### src/rtl/factorial_engine.sv
// Iterative n! unit with start/done handshake, sticky overflow detection and
// optional saturation; one multiply per CALC cycle.
`timescale 1ns/1ps
module factorial_engine #(
  parameter int unsigned WIDTH    = 32,
  parameter bit          SATURATE = 1'b0
) (
  input  logic             clk,
  input  logic             reset,
  input  logic             start,
  input  logic [WIDTH-1:0] n,
  output logic             busy,
  output logic             done,
  output logic [WIDTH-1:0] result,
  output logic             overflow
);

  localparam int unsigned PW = 2 * WIDTH;

  typedef enum logic [1:0] {
    S_IDLE = 2'd0,
    S_CALC = 2'd1,
    S_DONE = 2'd2
  } state_t;

  state_t           r_state;
  state_t           w_state_nxt;
  logic [WIDTH-1:0] r_acc;
  logic [WIDTH-1:0] r_cnt;
  logic             r_ovf_int;

  logic [PW-1:0]    w_prod;
  logic             w_prod_ovf;
  logic             w_cnt_le1;
  logic             w_accept;
  logic             w_step;
  logic             w_busy_nxt;
  logic             w_done_nxt;
  logic             w_load_result;
  logic [WIDTH-1:0] w_result_nxt;

  assign w_prod     = PW'(r_acc) * PW'(r_cnt);
  assign w_prod_ovf = |w_prod[PW-1:WIDTH];
  assign w_cnt_le1  = (r_cnt <= WIDTH'(1));
  assign w_accept   = (r_state == S_IDLE) && start;
  assign w_step     = (r_state == S_CALC) && !w_cnt_le1;

  // State register
  always_ff @(posedge clk or posedge reset) begin
    if (reset) r_state <= S_IDLE;
    else       r_state <= w_state_nxt;
  end

  // Next-state logic
  always_comb begin
    w_state_nxt = r_state;
    case (r_state)
      S_IDLE:  if (start) w_state_nxt = S_CALC;
      S_CALC:  if (w_cnt_le1) w_state_nxt = S_DONE;
      S_DONE:  w_state_nxt = S_IDLE;
      default: w_state_nxt = S_IDLE;
    endcase
  end

  // Output next-values; flags are aligned with the state they describe so
  // busy/done/result/overflow all change on the same edge as the state.
  always_comb begin
    w_busy_nxt    = (w_state_nxt != S_IDLE);
    w_done_nxt    = (w_state_nxt == S_DONE);
    w_load_result = (r_state == S_CALC) && w_cnt_le1;
    w_result_nxt  = (SATURATE && r_ovf_int) ? '1 : r_acc;
  end

  // Accumulator, down-counter and sticky overflow flag
  always_ff @(posedge clk or posedge reset) begin
    if (reset) begin
      r_acc     <= WIDTH'(1);
      r_cnt     <= '0;
      r_ovf_int <= 1'b0;
    end else if (w_accept) begin
      r_acc     <= WIDTH'(1);
      r_cnt     <= n;
      r_ovf_int <= 1'b0;
    end else if (w_step) begin
      r_acc     <= w_prod[WIDTH-1:0];
      r_cnt     <= r_cnt - WIDTH'(1);
      r_ovf_int <= r_ovf_int | w_prod_ovf;
    end
  end

  // Registered outputs; result/overflow hold until the next completion
  always_ff @(posedge clk or posedge reset) begin
    if (reset) begin
      busy     <= 1'b0;
      done     <= 1'b0;
      result   <= '0;
      overflow <= 1'b0;
    end else begin
      busy <= w_busy_nxt;
      done <= w_done_nxt;
      if (w_load_result) begin
        result   <= w_result_nxt;
        overflow <= r_ovf_int;
      end
    end
  end

endmodule

### config.mk
export PLATFORM = sky130hd
export DESIGN_NAME = factorial_engine
export DESIGN_NICKNAME = d
export VERILOG_FILES = /design/src/rtl/factorial_engine.sv
export SDC_FILE = /design/constraint.sdc
export NUM_CORES = 2
export LEC_CHECK = 0
export CAP_MARGIN = 25
export CORE_ASPECT_RATIO = 0.8
export CORE_MARGIN = 2
export CORE_UTILIZATION = 70
export CTS_CLUSTER_DIAMETER = 100
export DETAILED_ROUTE_END_ITERATION = 10
export HOLD_SLACK_MARGIN = 0.06
export PLACE_DENSITY = 0.88
export SLEW_MARGIN = 30
export SYNTH_ARGS = -nofsm -noshare
export SYNTH_HDL_FRONTEND = slang
export SYNTH_SLANG_ARGS = --single-unit
### constraint.sdc
create_clock -name clk -period 16.2 [get_ports clk]
set_input_delay 3.24 -clock clk [delete_from_list [all_inputs] [get_ports clk]]
set_output_delay 3.24 -clock clk [all_outputs]
set_load 0.05 [all_outputs]
==> metrics.txt <==
Crit Path Category=register to register; beginning of the worst register-to-register path=r_cnt[10]$_DFFE_PP0P_; final setup vio count=0; Clock Latency Late Sink=0.42 ns; cell mode on critical path=fa_1; clock root cell=clkbuf_16; Area Overhead vs Synth=3.606%; routed wire length=111300 um; Starting Density=70.46%; synth cell count leaders=fa_1, inv_1, and2_1, nand2_1, ha_1; Seq/Total Area, Yosys=6.758%; CTS sink cnt=102; cts bufs inserted=9; share of layout cells above drive strength 1=3.846%; final clock skew=0.02546 ns; Die H=211.8 um; cell total after placement=4638; Fin Setup TNS=0 ns; Resized Gates After CTS=0; fin cells=4655; DRT iter0 DRCs=3497; Synth Flop Type=dfrtp_1; post-synthesis register bit count=102; largest net degree at the start of global routing=62; worst-path fanout max=22; violated checks=design-rule violations; Die X=263.8 um; reg2reg setup slack=6.56 ns; WHS Path Cells=1; Synth area leader=fa_1; Min-Delay Endpoint=result[9]$_DFFE_PP0P_; dpl hpwl=83890 um; Rel. slew slack=39.91%; Netlist Area Pre-Place=37790 um^2; pins over their slew limit=0; CTS H-tree depth=3; Final Hold Fails=0; Least-Margin Pin Slew=0.9013 ns; hold_buf cts=0; final worst path period share=59.52%; setup bufs post-CTS=0; CORE AREA=53630 um^2; Syn Area/Cell=9.269 um^2; input/output buffers=69; crit path max-delay cell type=dfrtp_1; residual DRC count=2; drt pass-1 iters=11; vias per cell=6.315; worst-path cell chain=buf_4 > and2_1 > fa_1 > fa_1 > inv_1 > fa_1 > fa_1 > inv_1 > fa_1 > fa_1 > fa_1 > fa_1 > ha_1 > a21oi_1 > o21ai_0 > a21boi_0 > nand2_1 > a311oi_1 > a211oi_1 > a21oi_1 > o22ai_1 > or4b_2 > nor4_1 > a41oi_1; io pins=70; Site Rows=76; worst path arrival time=9.91 ns; Netlist cell types=77; Setup crit end kind=register; Synth Instances=4077; die area=55870 um^2; worst path required time=16.47 ns; final instance area=39150 um^2; max-cap violation count=0; area share of the largest cell type after synthesis=47.47%; Max stage delay on crit path=0.78 ns; initial antenna violation count=2; Post-synth EDFFs=0; first-pass GRT wire length=178300 um; RSZ-0062 raised after global routing=no; Routed WL per cell=23.90 um; vias in the first global route=31990; fin nets=5143; clock period minus worst slack=9.643 ns; Hold WC Path Type=register to register; clock buffer depth=2; top post-synthesis cells by area=fa_1, and2_1, ha_1, inv_1, dfrtp_1; Detail Route Antenna Nets=0; status=finished, violations left; area post-placement=38820 um^2; Worst R2R End=r_ovf_int$_DFFE_PP0P_; routability cong.=1.016; ys async rst share=100.0%; Fmax achieved=103.7 MHz; clock transition at the registers of the reported paths=0.09 ns; hold path start=result[9]$_DFFE_PP0P_; CP Launch Type=register; path depth of the worst reg2reg path=24; CTS tree=built; Syn Nets=5273; vias=29400; global route total overflow=0; dominant cell by count in the synthesized netlist=fa_1; Syn. warnings=0; Global Route Usage Sum=42.20%
per-layer routing:
metal / GRT usage (%) / wire [um] / vias to the layer above
li1: - / - / 11910
met1: 56.55 / 40280 / 14560
met2: 60.81 / 46240 / 2531
met3: 19.39 / 20160 / 395
met4: 15.09 / 4581 / 2
met5: 0.4359 / 15 / -
kinds of logic after synthesis:
group           share of synthesized area [%]
fa+ha+maj                               56.24
xor+xnor                                1.761
buf+inv                                 10.14
flops                                   6.758
compound gates                          4.854
mux                                     1.205
simple gates                            19.04
cell type report:
cell class / instances / area [um^2]
clock inverter: 7 / 86.33
antenna: 1 / 2.502
multi-input combinational: 2961 / 31440
fill: 3525 / 14480
sequential: 102 / 2557
clock buffer: 9 / 225.2
inverter: 736 / 2765
timing repair buffer: 137 / 1201
tap: 702 / 878.3
sequential cells by signal, indices dropped and copies added, names as in the netlist:
signal	flops
r_cnt	32
done	1
result	32
overflow	1
r_ovf_int	1
busy	1
r_state	2
r_acc	32
layout by cell type (no fill, tap or decap), drive strengths merged, types with 6 or more instances in the layout:
cell type        n
clkdlybuf4s50   69
nand4           28
a211o            7
nand3           52
inv            738
nor4            16
a31oi           11
nor3            22
xnor2           51
clkbuf           9
ha             265
and2           620
a21o            26
buf             68
fa             896
nand2b          11
nor2b            6
nor2            77
xor2            25
mux2            36
a21oi           81
o211ai           9
or2              6
nand2          522
o22ai            6
dfrtp          101
o21a            13
o21bai           9
o21ai           88
critical path: cells and delay by family (launching register included):
| family | cells | cell delay (ns) |
|---|---|---|
| adders and majority gates | 9 | 4.60 |
| DFF | 1 | 0.78 |
| and+or+nand+nor | 4 | 1.45 |
| AOI/OAI and AO/OA | 8 | 2.06 |
| buffers and inverters | 3 | 0.63 |
worst max path at each step:
| stage | from | endpoint | slack [ns] |
|---|---|---|---|
| after global placement | r_cnt[10]$_DFFE_PP0P_ | r_ovf_int$_DFFE_PP0P_ | 6.51 |
| after detailed placement | r_cnt[10]$_DFFE_PP0P_ | r_ovf_int$_DFFE_PP0P_ | 6.93 |
| final | r_cnt[10]$_DFFE_PP0P_ | r_ovf_int$_DFFE_PP0P_ | 6.56 |
| after floorplan | r_cnt[8]$_DFFE_PP0P_ | r_ovf_int$_DFFE_PP0P_ | 8.15 |
| after global routing | r_cnt[10]$_DFFE_PP0P_ | r_ovf_int$_DFFE_PP0P_ | 6.27 |
| after CTS | r_cnt[10]$_DFFE_PP0P_ | r_ovf_int$_DFFE_PP0P_ | 6.87 |
metrics by stage:
step	util, %	setup WS [ns]	hold slack, ns
after floorplan	-	8.147	0.4310
after global routing	73.00	6.267	0.5344
after detailed placement	72.39	6.930	0.4746
after CTS	72.97	6.875	0.4947
after global placement	72.38	6.511	0.4631
final	73.00	6.557	0.5171
Power is not shown: default switching activity piles up to over one toggle a cycle in this logic, so the estimate is an artifact.
